===== config.mk =====
export PLATFORM = sky130hd
export DESIGN_NAME = logic_unit_seq
export DESIGN_NICKNAME = d
export VERILOG_FILES = /design/src/rtl/alu_pkg.sv /design/src/rtl/logic_slice.sv /design/src/rtl/logic_unit_seq.sv
export SDC_FILE = /design/constraint.sdc
export NUM_CORES = 1
export LEC_CHECK = 0
export BUFFER_PORTS_ARGS = -buffer_cell sky130_fd_sc_hd__buf_4
export CAP_MARGIN = 10
export CORE_MARGIN = 2
export CORE_UTILIZATION = 35
export CTS_CLUSTER_SIZE = 28
export DETAILED_ROUTE_END_ITERATION = 16
export PLACE_DENSITY_LB_ADDON = 0.2
export REMOVE_ABC_BUFFERS = 1
export SLEW_MARGIN = 10
export SYNTH_ARGS = -nofsm -noshare
export SYNTH_HDL_FRONTEND = slang
export SYNTH_SLANG_ARGS = --single-unit

===== constraint.sdc =====
create_clock -name clk -period 6.9 [get_ports clk]
set_clock_uncertainty 0.05 [all_clocks]
set_input_delay 1.035 -clock clk [delete_from_list [all_inputs] [get_ports clk]]
set_output_delay 1.035 -clock clk [all_outputs]
set_load 0.02 [all_outputs]

===== src/rtl/alu_pkg.sv =====
// Shared ALU types: bitwise op encodings and the sequential logic-unit FSM states.
// Latency: n/a (types only).
// Backpressure: n/a.
package alu_pkg;

    typedef enum logic [2:0] {
        OP_NOT  = 3'b000,
        OP_AND  = 3'b001,
        OP_OR   = 3'b010,
        OP_XOR  = 3'b011,
        OP_NAND = 3'b100,
        OP_NOR  = 3'b101,
        OP_XNOR = 3'b110,
        OP_PASS = 3'b111
    } logic_op_t;

    typedef enum logic [1:0] {
        IDLE = 2'd0,
        BUSY = 2'd1,
        DONE = 2'd2
    } lu_state_t;

endpackage


===== src/rtl/logic_slice.sv =====
// Combinational bitwise operation on one W-bit slice of the operands.
// Latency: 0 cycles (pure combinational).
// Backpressure: none; output follows inputs.
module logic_slice
    import alu_pkg::*;
#(
    parameter int W = 8
) (
    input  logic [W-1:0] a,
    input  logic [W-1:0] b,
    input  logic_op_t    op,
    output logic [W-1:0] y
);

    always_comb begin
        y = '0;
        case (op)
            OP_NOT:  y = ~a;
            OP_AND:  y = a & b;
            OP_OR:   y = a | b;
            OP_XOR:  y = a ^ b;
            OP_NAND: y = ~(a & b);
            OP_NOR:  y = ~(a | b);
            OP_XNOR: y = ~(a ^ b);
            OP_PASS: y = a;
            default: y = '0;
        endcase
    end

endmodule


===== src/rtl/logic_unit_seq.sv =====
// Multi-cycle bitwise logic unit: WIDTH-bit operands processed CHUNK bits per clock, LSB slice first.
// Latency: N+1 cycles from accepted start to done pulse (N = WIDTH/CHUNK).
// Backpressure: start accepted only in IDLE or DONE; start while busy is dropped, not queued.
module logic_unit_seq
    import alu_pkg::*;
#(
    parameter int WIDTH = 32,
    parameter int CHUNK = 8
) (
    input  logic             clk,
    input  logic             rst,
    input  logic             start,
    input  logic [2:0]       op,
    input  logic [WIDTH-1:0] a,
    input  logic [WIDTH-1:0] b,
    output logic             busy,
    output logic             done,
    output logic [WIDTH-1:0] result,
    output logic             zero
);

    localparam int N  = WIDTH / CHUNK;
    localparam int CW = (N > 1) ? $clog2(N) : 1;
    localparam logic [CW-1:0] LAST = CW'(N - 1);

    lu_state_t        state;
    logic [CW-1:0]    idx;
    logic [WIDTH-1:0] a_q;
    logic [WIDTH-1:0] b_q;
    logic_op_t        op_q;
    logic [WIDTH-1:0] work;
    logic [WIDTH-1:0] work_nxt;
    logic             zero_acc;
    logic             zero_nxt;
    logic [CHUNK-1:0] a_sl;
    logic [CHUNK-1:0] b_sl;
    logic [CHUNK-1:0] y_sl;
    int               base;

    always_comb begin
        base     = int'(idx) * CHUNK;
        a_sl     = a_q[base +: CHUNK];
        b_sl     = b_q[base +: CHUNK];
        work_nxt = work;
        work_nxt[base +: CHUNK] = y_sl;
        zero_nxt = zero_acc & (y_sl == '0);
    end

    logic_slice #(
        .W (CHUNK)
    ) u_slice (
        .a  (a_sl),
        .b  (b_sl),
        .op (op_q),
        .y  (y_sl)
    );

    // result/zero are only written on the completion edge, so partial work never leaks out.
    always_ff @(posedge clk) begin
        if (rst) begin
            state    <= IDLE;
            idx      <= '0;
            a_q      <= '0;
            b_q      <= '0;
            op_q     <= OP_NOT;
            work     <= '0;
            zero_acc <= 1'b1;
            busy     <= 1'b0;
            done     <= 1'b0;
            result   <= '0;
            zero     <= 1'b1;
        end else begin
            case (state)
                IDLE, DONE: begin
                    done <= 1'b0;
                    if (start) begin
                        a_q      <= a;
                        b_q      <= b;
                        op_q     <= logic_op_t'(op);
                        idx      <= '0;
                        work     <= '0;
                        zero_acc <= 1'b1;
                        busy     <= 1'b1;
                        state    <= BUSY;
                    end else begin
                        state <= IDLE;
                    end
                end
                BUSY: begin
                    work     <= work_nxt;
                    zero_acc <= zero_nxt;
                    if (idx == LAST) begin
                        result <= work_nxt;
                        zero   <= zero_nxt;
                        busy   <= 1'b0;
                        done   <= 1'b1;
                        state  <= DONE;
                    end else begin
                        idx <= idx + CW'(1);
                    end
                end
                default: begin
                    busy  <= 1'b0;
                    done  <= 1'b0;
                    state <= IDLE;
                end
            endcase
        end
    end

endmodule


==> flow_summary.ini <==
[placement]
place_congestion = 0.769
detailed_place_hpwl_mm = 11.1
numPortBuffers = 104

[clocking]
cts.htree.levels = 4
cts_buffers = 17
cts_sinks = 139
ctsResizeCount = 0
post_cts_buffers = 0
root_buffer = clkbuf_16
cts_buffer_depth = 2
cts_tree = built
clk_pin_slew_ns = 0.06
ctsHoldBuffers = 0
clk_latency_ns = 0.42

[route]
remaining_drc_errors = 0
finalWirelength_mm = 16.4
vias = 5637
wire_per_inst_um = 15.1
final_antenna_net_count = 0
drtPass1Iterations = 5
dr.first_iter.drc_count = 344
viasPerCell = 5.19

[die]
start_util = 0.356
io_pins = 105
fp.dieH_um = 139
core.rowCount = 49
die_width_um = 139
core_area_um2 = 18000
dieArea_um2 = 19400

[layout]
final_core_util = 0.439
drive_gt1_frac = 0.195
final_nets = 938
seq_area_um2 = 2780
synthToLayoutAreaGrowth_pct = 23.2
n_fill_cell = 1846
num_antenna_cells = 0
multiInputGateArea_um2 = 3270

[grt]
grt_pass1_vias = 5281
grt_antenna_before_repair = 0
global_route.overflow_total = 0
grtUsageTotal = 0.171
grt_max_degree = 70
grt_pass1_wl_mm = 27.0

[synth]
synth_edf_count = 0
synth_seq_cells = 139
syn_avg_cell_area_um2 = 8.30
yosysWarnings = 0
ys_seq_area_frac = 0.435
syn-instance-count = 770
yosysTopAreaCell = dfxtp_1
synth_area_leaders = dfxtp_1, nand2_1, a21oi_1
ys.flop_type = dfxtp_1
synth_cell_types = 44
synth_top_area_frac = 0.435
synth.cell_area_um2 = 6390
synth-async-reset-ratio = 0

[sta]
setup_violations = 0
hold_violations = 0
worst_pin_slew_ns = 1.12
max_slew_margin = 0.255
period_minus_slack_ns = 3.59
setup-tns-final_ns = 0
period_share = 0.520
rsz0062_at_grt = no
drv_slew = 0
max_freq_mhz = 279

[pwr]
pwr_density_cell_nw_per_um2 = 253
finalPower_uw = 2000
ir_drop_mv = 0.166
p_leak_uw = 0.00310

[setup_path]
start_kind = flip-flop
path_max_fanout = 16
crit_start = idx[0]
worst-setup-path-type = flip-flop to flip-flop
critPathArrivalTime_ns = 3.87
ff2ff_setup_slack_ns = 3.31
cp_data_required_time_ns = 7.19
timing.rr.start = idx[0]
endpoint_kind = flip-flop

[worst_hold_path]
min_from = b_q[2]
hp-class = flip-flop to flip-flop

[job]
cap_violations = 0

[outcome]
status = finished clean
-- final cells by class --
type | count | area share
clock buffer | 20 | 0.0580
clock inverter | 11 | 0.0152
inverter | 29 | 0.0138
multi-input combinational | 545 | 0.415
sequential | 139 | 0.353
tap | 229 | 0.0364
timing repair buffer | 114 | 0.109
-- cells in the final DEF (no fill, tap or decap), drive strengths merged, types with 13 or more instances in the layout --
cell / instances
dfxtp: 139
nor2: 64
ha: 22
a221oi: 25
o21ai: 13
nand2b: 16
clkbuf: 20
inv: 29
mux4: 16
nand2: 167
nor3: 31
a22o: 13
a22oi: 21
buf: 114
nand3: 14
a21oi: 94
-- worst max-delay path, cell delays in order, from the launching register on --
cell and delay (ns):
dfxtp_1 0.77, buf_4 0.35, mux4_2 0.54, inv_1 0.07
ha_1 0.23, nand2b_1 0.14, o32ai_1 0.16, a211oi_1 0.11
a22oi_1 0.70, a221oi_1 0.17, nor3_1 0.21
-- routing by layer --
metal / global-route usage / vias up / share of wire
met3: 0.0439 / 15 / 0.050
met5: 0 / - / 0
met4: 0.0489 / 0 / 0.011
met2: 0.264 / 136 / 0.45
li1: - / 2845 / -
met1: 0.237 / 2641 / 0.49
-- kinds of logic after synthesis --
| logic type | count (synthesis) | share of synthesized area |
|---|---|---|
| mux | 16 | 0.0564 |
| simple gates | 311 | 0.206 |
| buf+inv | 86 | 0.0552 |
| compound gates | 196 | 0.204 |
| fa+ha+maj | 22 | 0.0431 |
| flops | 139 | 0.435 |
-- synth_stat cells (all sizes together), types with 2 or more instances --
cell type	n
nand2	167
dfxtp	139
a21oi	94
nor2	64
clkbuf	41
nor3	31
inv	28
a221oi	25
ha	22
a22oi	21
buf	16
mux4	16
nand2b	16
nand3	14
a22o	13
o21ai	13
and2	6
o2bb2ai	6
nor2b	5
o22ai	5
and3	4
o32ai	4
o22a	3
a32oi	2
o41a	2
o41ai	2
or4	2
-- report_power, final --
group / internal, µW / switching [µW] / total (µW)
logic: 97.9 / 149 / 247
registers: 833 / 25.1 / 858
clock network: 548 / 343 / 890
-- path summary, 6_finish.rpt --
check / depth (start not counted) / to
hold / removal: 2 / b_q[2]
hold reg to reg: 2 / b_q[2]
setup / recovery: 10 / result[13]
setup reg to reg: 10 / result[13]
-- metrics by stage --
stage               setup WS (ns)  instances  hold WS (ns)  cell area (µm²)
finish                       3.31       1087         0.401             7880
global route                 2.97       1087         0.419             7880
CTS                          3.25       1087         0.403             7880
detailed placement           3.26       1056         0.395             7300
global placement             3.31       1056         0.388             7300
floorplan                    2.48        713         0.375             6150
-- flip-flops by register name (all words and copies together), names as in the netlist --
signal	flops
zero	1
work	32
b_q	32
result	32
done	1
busy	1
a_q	32
op_q	3
idx	2
state	2
zero_acc	1
(Power assumes the default switching activity.)
